[config.mk]
export PLATFORM = sky130hd
export DESIGN_NAME = rv32_wb_stage
export DESIGN_NICKNAME = d
export VERILOG_FILES = /design/src/rtl/rv32_wb_stage.sv
export SDC_FILE = /design/constraint.sdc
export NUM_CORES = 1
export LEC_CHECK = 0
export BUFFER_PORTS_ARGS = -buffer_cell sky130_fd_sc_hd__buf_2
export CORE_ASPECT_RATIO = 0.6
export CORE_UTILIZATION = 40
export CTS_CLUSTER_DIAMETER = 60
export DETAILED_ROUTE_END_ITERATION = 8
export HOLD_SLACK_MARGIN = 0.05
export PLACE_DENSITY = 0.59
export SYNTH_ARGS = -nofsm -noshare
export SYNTH_HDL_FRONTEND = slang
export SYNTH_SLANG_ARGS = --single-unit
[constraint.sdc]
create_clock -name clk -period 8.84 [get_ports clk]
set_input_delay 1.768 -clock clk [delete_from_list [all_inputs] [get_ports clk]]
set_output_delay 1.768 -clock clk [all_outputs]
set_load 0.05 [all_outputs]
[src/rtl/rv32_wb_stage.sv]
// rtl/rv32_wb_stage.sv - writeback stage: ALU/load merge, load queue with WAW kill, hazard reporting.
// Optional WB_BYPASS_EN: forward the output-stage write to issue instead of reporting it as pending.
module rv32_wb_stage #(
  parameter int XLEN     = 32,
  parameter int REG_AW   = 5,
  parameter int LQ_DEPTH = 4
) (
  input  logic              clk,
  input  logic              rst,
  input  logic              alu_valid,
  input  logic [REG_AW-1:0] alu_rd,
  input  logic [XLEN-1:0]   alu_data,
  input  logic              ld_valid,
  output logic              ld_ready,
  input  logic [REG_AW-1:0] ld_rd,
  input  logic [2:0]        ld_funct3,
  input  logic [1:0]        ld_addr_lo,
  input  logic [XLEN-1:0]   ld_rdata,
  output logic              wen,
  output logic [REG_AW-1:0] wa,
  output logic [XLEN-1:0]   wd,
  input  logic [REG_AW-1:0] ra1,
  input  logic [REG_AW-1:0] ra2,
  output logic              ra1_pend,
  output logic              ra2_pend,
  output logic [XLEN-1:0]   byp1,
  output logic [XLEN-1:0]   byp2
);

  localparam int PTR_W = $clog2(LQ_DEPTH);
  localparam int CNT_W = PTR_W + 1;
  localparam logic [CNT_W-1:0] DEPTH_C = CNT_W'(LQ_DEPTH);

  logic [XLEN-1:0]   q_data_q [LQ_DEPTH];
  logic [XLEN-1:0]   q_data_d [LQ_DEPTH];
  logic [REG_AW-1:0] q_rd_q   [LQ_DEPTH];
  logic [REG_AW-1:0] q_rd_d   [LQ_DEPTH];
  logic [LQ_DEPTH-1:0] q_live_q, q_live_d;
  logic [PTR_W-1:0]  head_q, head_d, tail_q, tail_d;
  logic [CNT_W-1:0]  count_q, count_d;
  logic              wen_q, wen_d;
  logic [REG_AW-1:0] wa_q, wa_d;
  logic [XLEN-1:0]   wd_q, wd_d;

  logic            ld_accept;
  logic [XLEN-1:0] ld_ext;
  logic            push, pop;

  function automatic logic [XLEN-1:0] load_extend(input logic [2:0] f3,
                                                  input logic [1:0] lo,
                                                  input logic [XLEN-1:0] rdata);
    logic [XLEN-1:0] sh_b, sh_h;
    logic [7:0]      b;
    logic [15:0]     h;
    sh_b = rdata >> {lo, 3'b000};
    sh_h = rdata >> {lo[1], 4'b0000};
    b    = sh_b[7:0];
    h    = sh_h[15:0];
    case (f3)
      3'b000:  load_extend = {{(XLEN-8){b[7]}}, b};
      3'b001:  load_extend = {{(XLEN-16){h[15]}}, h};
      3'b100:  load_extend = {{(XLEN-8){1'b0}}, b};
      3'b101:  load_extend = {{(XLEN-16){1'b0}}, h};
      default: load_extend = rdata;
    endcase
  endfunction

  assign ld_ready  = (count_q < DEPTH_C);
  assign ld_accept = ld_valid && ld_ready;
  assign ld_ext    = load_extend(ld_funct3, ld_addr_lo, ld_rdata);

  always_comb begin
    q_data_d = q_data_q;
    q_rd_d   = q_rd_q;
    q_live_d = q_live_q;
    head_d   = head_q;
    tail_d   = tail_q;
    wen_d    = 1'b0;
    wa_d     = wa_q;
    wd_d     = wd_q;
    push     = 1'b0;
    pop      = 1'b0;

    if (alu_valid) begin
      // ALU owns the port; rd==0 still blocks the queue this cycle.
      if (alu_rd != '0) begin
        wen_d = 1'b1;
        wa_d  = alu_rd;
        wd_d  = alu_data;
        for (int i = 0; i < LQ_DEPTH; i++)
          if (q_rd_q[i] == alu_rd) q_live_d[i] = 1'b0;
      end
      push = ld_accept && (ld_rd != '0);
    end else if (count_q != '0) begin
      pop = 1'b1;
      if (q_live_q[head_q]) begin
        wen_d = 1'b1;
        wa_d  = q_rd_q[head_q];
        wd_d  = q_data_q[head_q];
      end
      q_live_d[head_q] = 1'b0;
      head_d = head_q + PTR_W'(1);
      push   = ld_accept && (ld_rd != '0);
    end else if (ld_accept && (ld_rd != '0)) begin
      wen_d = 1'b1;
      wa_d  = ld_rd;
      wd_d  = ld_ext;
    end

    // The tail slot is free (count < depth), so the younger load lands live after any kill.
    if (push) begin
      q_data_d[tail_q] = ld_ext;
      q_rd_d[tail_q]   = ld_rd;
      q_live_d[tail_q] = 1'b1;
      tail_d = tail_q + PTR_W'(1);
    end
    count_d = count_q + CNT_W'(push) - CNT_W'(pop);
  end

  always_ff @(posedge clk or posedge rst) begin
    if (rst) begin
      for (int i = 0; i < LQ_DEPTH; i++) begin
        q_data_q[i] <= '0;
        q_rd_q[i]   <= '0;
      end
      q_live_q <= '0;
      head_q   <= '0;
      tail_q   <= '0;
      count_q  <= '0;
      wen_q    <= 1'b0;
      wa_q     <= '0;
      wd_q     <= '0;
    end else begin
      q_data_q <= q_data_d;
      q_rd_q   <= q_rd_d;
      q_live_q <= q_live_d;
      head_q   <= head_d;
      tail_q   <= tail_d;
      count_q  <= count_d;
      wen_q    <= wen_d;
      wa_q     <= wa_d;
      wd_q     <= wd_d;
    end
  end

  assign wen = wen_q;
  assign wa  = wa_q;
  assign wd  = wd_q;

  logic p1, p2;
  always_comb begin
    p1 = 1'b0;
    p2 = 1'b0;
    for (int i = 0; i < LQ_DEPTH; i++) begin
      if (q_live_q[i] && q_rd_q[i] == ra1) p1 = 1'b1;
      if (q_live_q[i] && q_rd_q[i] == ra2) p2 = 1'b1;
    end
`ifndef WB_BYPASS_EN
    if (wen_q && wa_q == ra1) p1 = 1'b1;
    if (wen_q && wa_q == ra2) p2 = 1'b1;
`endif
  end

  assign ra1_pend = p1 && (ra1 != '0);
  assign ra2_pend = p2 && (ra2 != '0);

`ifdef WB_BYPASS_EN
  assign byp1 = (wen_q && wa_q == ra1 && ra1 != '0) ? wd_q : '0;
  assign byp2 = (wen_q && wa_q == ra2 && ra2 != '0) ? wd_q : '0;
`else
  assign byp1 = '0;
  assign byp2 = '0;
`endif

endmodule

==> results of run 1 <==
cell usage in the layout (no fill, tap or decap), types with 6 or more instances in the layout:
master     netlist  layout
a21oi_1         11      11
a22oi_1         31      31
buf_2           21     133
buf_4           69      12
clkbuf_16        0      17
conb_1           1      64
dfrtp_1        197     195
ha_1             9       9
inv_1           11      10
mux2_2          17      17
mux2i_1         17      17
mux4_2          38      38
nand2_1        143     143
nand3_1         14      14
nor2_1          24      23
nor2b_1          9       9
nor3b_1          8       8
nor4_1          10      10
o211ai_1        25      25
o211ai_2         7       6
o21a_1          31      31
o21ai_0        137     137
o21ai_1         11      11
o21ai_2         11      11
o22ai_1          8       8
o32ai_1          7       7
or4_1            9       9
xnor2_1         14      14
xor2_1          60      60
layer usage:
layer	GRT usage (%)	vias up	wire length, µm
met5	0	-	0
met4	6.38	0	333
met3	4.57	25	1740
met2	31.4	238	12700
met1	33.4	3933	15000
li1	-	3760	-
cell families (layout without fill, tap and decap cells):
family,after synthesis,after routing,synth area share [%]
AO/OA/AOI/OAI,299,299,17.8
AND/OR/NAND/NOR,228,228,9.49
flip-flops,197,197,45.2
buffers and inverters,161,187,9.09
XOR/XNOR,74,74,5.94
multiplexers,73,73,11.3
adder cells (fa/ha/maj),10,10,1.21
other,1,65,0.0344
final cells by class:
class,count,area share [%]
multi-input combinational,748,43.5
sequential,197,40.9
timing repair buffer,145,6.26
clock buffer,20,3.78
tap,360,3.73
clock inverter,11,1.45
inverter,11,0.404
antenna,1,0.0207
metrics by stage:
stage               utilization, %  worst slack [ps]  std cells
floorplan                        -              1700       1106
global route                  45.4              3810       1492
CTS                           45.4              4000       1492
finish                        45.4              3970       1493
global placement              43.0              3940       1461
detailed placement            43.0              3890       1461
worst max-delay path, cell delays in order:
cell	delay (ps)
buf_2	150
xor2_1	150
nor4_1	400
nand3_1	120
nand3_1	110
o22a_1	140
buf_2	250
flip-flops by register name, summed over array words and instances, names as in the netlist:
signal,count
q_live_q,4
wa,5
head_q,2
wd,32
q_data_q,128
count_q,3
q_rd_q,20
tail_q,2
wen,1
power by group through the flow:
stage / logic (mW) / clock network [mW] / registers [mW]
floorplan: 1.25 / 0 / 1.88
global placement: 1.88 / 0 / 1.67
detailed placement: 1.91 / 0 / 1.68
CTS: 1.91 / 0.861 / 1.67
global route: 2.08 / 0.894 / 1.72
finish: 1.90 / 0.846 / 1.67
how the worst max path moves through the flow:
stage | from | slack, ps | cells past startpoint | endpoint
after floorplan | rst | 1700 | 1 | count_q[0]
after global placement | alu_valid | 3940 | 7 | q_rd_q[4]
after detailed placement | alu_valid | 3890 | 7 | q_rd_q[4]
after CTS | ra1[3] | 4000 | 7 | ra1_pend
after global routing | ra1[3] | 3810 | 7 | ra1_pend
final | ra2[3] | 3970 | 7 | ra2_pend
synth_stat cells, types with 5 or more instances:
cell type,instances
o21ai_0,137
xor2_1,60
buf_1,6
o21a_1,31
o21ai_1,11
o22ai_1,8
nor2_1,24
mux2_2,17
o211ai_2,7
a21oi_1,11
o211ai_1,25
a222oi_1,5
a22oi_1,31
ha_1,9
o21ai_2,11
mux4_2,38
inv_1,11
or4_1,9
clkbuf_1,37
buf_6,13
nand3_1,14
nor2b_1,9
mux2i_1,17
buf_4,69
dfrtp_1,197
buf_2,21
nor3b_1,8
nor4_1,10
o32ai_1,7
xnor2_1,14
nand2_1,143
==> impl_metrics.tcl, run 1 <==
set metrics [dict create \
    final_area_um2 12100 \
    path_clk_slew_ps 60 \
    power_density_nw_per_um2 366 \
    dp_hpwl_mm 20.1 \
    pwr-share-clk_pct 19.1 \
    wl_per_cell_um 19.9 \
    rsz0062_at_grt "no" \
    post_cts_buffers 0 \
    tightest_slew_ps 1220 \
    grt_overflow 0 \
    regToRegEndpoint "wd[1]" \
    grt_antenna_before_repair 1 \
    worstHoldStart "q_data_q[59]" \
    r2r_setup_slack_ps 5530 \
    port-buffer-count 133 \
    netSwitchingFraction_pct 42.1 \
    worstPathMaxFanout 6 \
    grt_pass1_wl_mm 46.0 \
    layout-drive-gt1-share_pct 23.1 \
    synth_seq_cells 197 \
    netlist_area_um2 10900 \
    min_period_ps 4870 \
    final.setup.tns_ps 0 \
    grt_max_degree 122 \
    finalPower_mw 4.42 \
    cts_buffers 17 \
    dpl_cell_area_um2 11400 \
    ant_nets 0 \
    drc 0 \
    pwr-share-comb_pct 43.0 \
    start_kind "input port" \
    dieArea_um2 28000 \
    fin_crit_sh_pct 55.1 \
    setup_viol 0 \
    initial_utilization_pct 41.1 \
    gp_congestion 0.944 \
    crit_type "input port to output port" \
    clock-sinks 197 \
    h-tree-depth 4 \
    via_count 7956 \
    core_area_um2 26600 \
    holdPathEnd "q_data_q[59]" \
    via_per_inst 5.33 \
    power.switching_mw 1.86 \
    fin_hold_ws_ps 476 \
    ioPinCount 198 \
    yosysTopAreaCellShare_pct 45.2 \
    drt_iter0_markers 704 \
    cts_hold_buf 0 \
    syn_inst 1043 \
    holdPathStages 2 \
    hold_path.class "flop to flop" \
    clockBufferDepth 2 \
    ff_latch_area_um2 4930 \
    die_h_um 130 \
    area.growth.synth_to_final_pct 10.6 \
    synthTopCellsByArea "dfrtp_1 45%, mux4_2 7.8%, o21ai_0 6.3%" \
    die_x_um 215 \
    avgSynthCellArea_um2 10.5 \
    rows 46 \
    grt_pass1_vias 7532 \
    wl_mm 29.8 \
    seq_power_share_pct 37.8 \
    relSlewSlack_pct 18.5 \
    ys_warn_count 0 \
    track_usage_pct 22.0 \
    leakage_nw 5.41 \
    r2r_start "head_q[0]" \
    synth_cell_type_count 50 \
    cp.arrival_ps 3100 \
    synth_ff_type "dfrtp_1" \
    ir_drop_uv 162 \
    fin_skew_ps 9.79 \
    cts_root_buf "clkbuf_16" \
    finalHoldViolations 0 \
    outcome "completed" \
    max_freq_ghz 0.205 \
    firstDrtPassIters 5 \
    async_flop_share_pct 100 \
    insertion_delay_ps 450 \
    slew_viol_final 0 \
    nFillCells 2537 \
    nets 1223 \
    max_cap_viol_count 0 \
    yosysTopAreaCell "dfrtp_1" \
    worstRegToRegCells 7 \
    end_kind "output port" \
    p_int_mw 2.56 \
    post_cts_resized 0 \
    synth_edf_count 0 \
    multi_input_area_um2 5250 \
    cts_tree "yes" \
    required_ps 7070 \
    ys_seq_area_share_pct 45.2 \
]
(Power assumes the default switching activity.)
==> run 2, diff against run 1 <==
==> constraint.sdc (replaced) <==
create_clock -name clk -period 5 [get_ports clk]
set_input_delay 1 -clock clk [delete_from_list [all_inputs] [get_ports clk]]
set_output_delay 1 -clock clk [all_outputs]
set_load 0.05 [all_outputs]
==> run 2 against run 1 <==
Sequential power grew 77%. Die area stayed put. Cell area fell by 0.29%. First-iteration DRC count down 13%. Flip-flop and latch count stayed put. Utilization is 0.13 points lower. Count of clock-buffer cells in the layout rose by 2.
==> impl_metrics.tcl, run 2 (synthesized netlist as in run 1, its figures left out) <==
set metrics [dict create \
    fin_crit_sh_pct 70.4 \
    drt_iter0_markers 615 \
    netSwitchingFraction_pct 42.6 \
    setup_viol 0 \
    drc 0 \
    dieArea_um2 28000 \
    required_ps 4000 \
    grt_pass1_vias 7874 \
    grt_overflow 0 \
    slew_viol_final 0 \
    finalHoldViolations 0 \
    wl_per_cell_um 20.2 \
    ant_nets 0 \
    final.setup.tns_ps 0 \
    outcome "completed" \
    slowest_stage "nor4_1" \
    post_cts_buffers 0 \
    dp_hpwl_mm 20.6 \
    rows 46 \
    path_clk_slew_ps 60 \
    leakage_nw 5.39 \
    cts_tree "yes" \
    nets 1225 \
    die_h_um 130 \
    ioPinCount 198 \
    cts_root_buf "clkbuf_16" \
    p_int_mw 4.38 \
    final_common_cell "dfrtp_1" \
    firstDrtPassIters 5 \
    max_cap_viol_count 0 \
    via_per_inst 5.43 \
    cts_hold_buf 0 \
    post_cts_resized 0 \
    layout_common_cells "195 x dfrtp_1, 143 x nand2_1, 137 x o21ai_0" \
    clock-sinks 197 \
    die_x_um 215 \
    hold_path.class "flop to flop" \
    start_kind "input port" \
    core_area_um2 26600 \
    cp.arrival_ps 2520 \
    fin_util_pct 45.3 \
    n_antenna_cell 0 \
    grt_max_degree 159 \
    crit_type "input port to output port" \
    max_freq_ghz 0.284 \
    rsz0062_at_grt "no" \
    insertion_delay_ps 440 \
    fin_skew_ps 9.57 \
    crit_chain "buf_2 > xor2_1 > nor4_1 > nand3_1 > nand3_1 > o22a_1 > buf_2" \
    pwr-share-clk_pct 17.4 \
    critPathMaxStageDelay_ps 540 \
    ir_drop_uv 363 \
    relSlewSlack_pct 25.6 \
    min_period_ps 3520 \
    cts_buffers 17 \
    initial_utilization_pct 41.1 \
    power_density_nw_per_um2 635 \
    pwr-share-comb_pct 43.9 \
    h-tree-depth 4 \
    track_usage_pct 22.6 \
    seq_power_share_pct 38.7 \
    end_kind "output port" \
    gp_congestion 0.874 \
    layout-drive-gt1-share_pct 23.1 \
    wl_mm 30.1 \
    largest_reg_flops 128 \
    power.switching_mw 3.26 \
    largest_register "q_data_q" \
    worstPathMaxFanout 6 \
    port-buffer-count 133 \
    clockBufferDepth 2 \
    area.growth.synth_to_final_pct 10.2 \
    grt_pass1_wl_mm 47.8 \
    grt_antenna_before_repair 1 \
    via_count 8115 \
    tightest_slew_ps 1120 \
]
-- run 2: changes by cell type in the layout (fill, tap and decap cells not counted) --
cell / before / now
inv_8: 1 / 0
clkbuf_1: 1 / 3
buf_12: 0 / 2
clkinv_4: 3 / 4
diode_2: 1 / 0
clkinvlp_4: 2 / 3
bufinv_16: 4 / 1
clkinv_2: 1 / 2
-- run 2: power groups by stage --
stage	Combinational [mW]	Clock [mW]	Sequential [mW]
final	3.35	1.33	2.96
after detailed placement	3.38	0	2.96
after global placement	3.30	0	2.95
after CTS	3.39	1.36	2.95
after floorplan	2.20	0	3.33
after global routing	3.69	1.44	3.05
-- run 2: metal layers --
layer  global-route usage [%]  part of all wire (%)  up-vias
li1                         -                     -     3755
met3                     4.43                   5.6       26
met2                     32.6                    43      235
met5                        0                 0.046        -
met1                     34.6                    50     4097
met4                     5.76                   1.3        2
-- run 2: worst paths after layout --
| kind | from | endpoint | slack, ps | cells after the start |
|---|---|---|---|---|
| max | ra1[3] | ra1_pend | 1480 | 7 |
| min | q_data_q[25] | q_data_q[25] | 480 | 2 |
| max reg2reg | head_q[1] | wd[25] | 2220 | 7 |
| min reg2reg | q_data_q[25] | q_data_q[25] | 480 | 2 |
| max in group asynchronous | rst | head_q[1] | 3210 | 3 |
| min in group asynchronous | rst | q_data_q[86] | 530 | 2 |
-- run 2: cell type report --
cell class | instances | area, µm²
inverters | 11 | 45.0
flip-flops and latches | 197 | 4930
clock buffers | 22 | 464
multi-input cells | 748 | 5250
fillers | 2564 | 14600
clock inverters | 10 | 98.8
repair buffers | 147 | 796
well taps | 360 | 450
-- run 2: critical path, delay by kind of cell --
family	cells	cell delay, ps
compound gates	1	140
simple gates	3	800
xor+xnor	1	160
buf+inv	2	420
-- run 2: metrics by stage --
stage	power, mW	instances	setup slack [ps]	instance area, µm²	hold slack, ps
2_1_floorplan	5.53	1106	1450	11200	444
3_3_place_gp	6.26	1463	1440	11500	457
3_5_place_dp	6.34	1463	1340	11500	466
4_1_cts	7.70	1495	1530	12000	483
5_1_grt	8.18	1495	1300	12000	497
6_report	7.64	1495	1480	12000	480
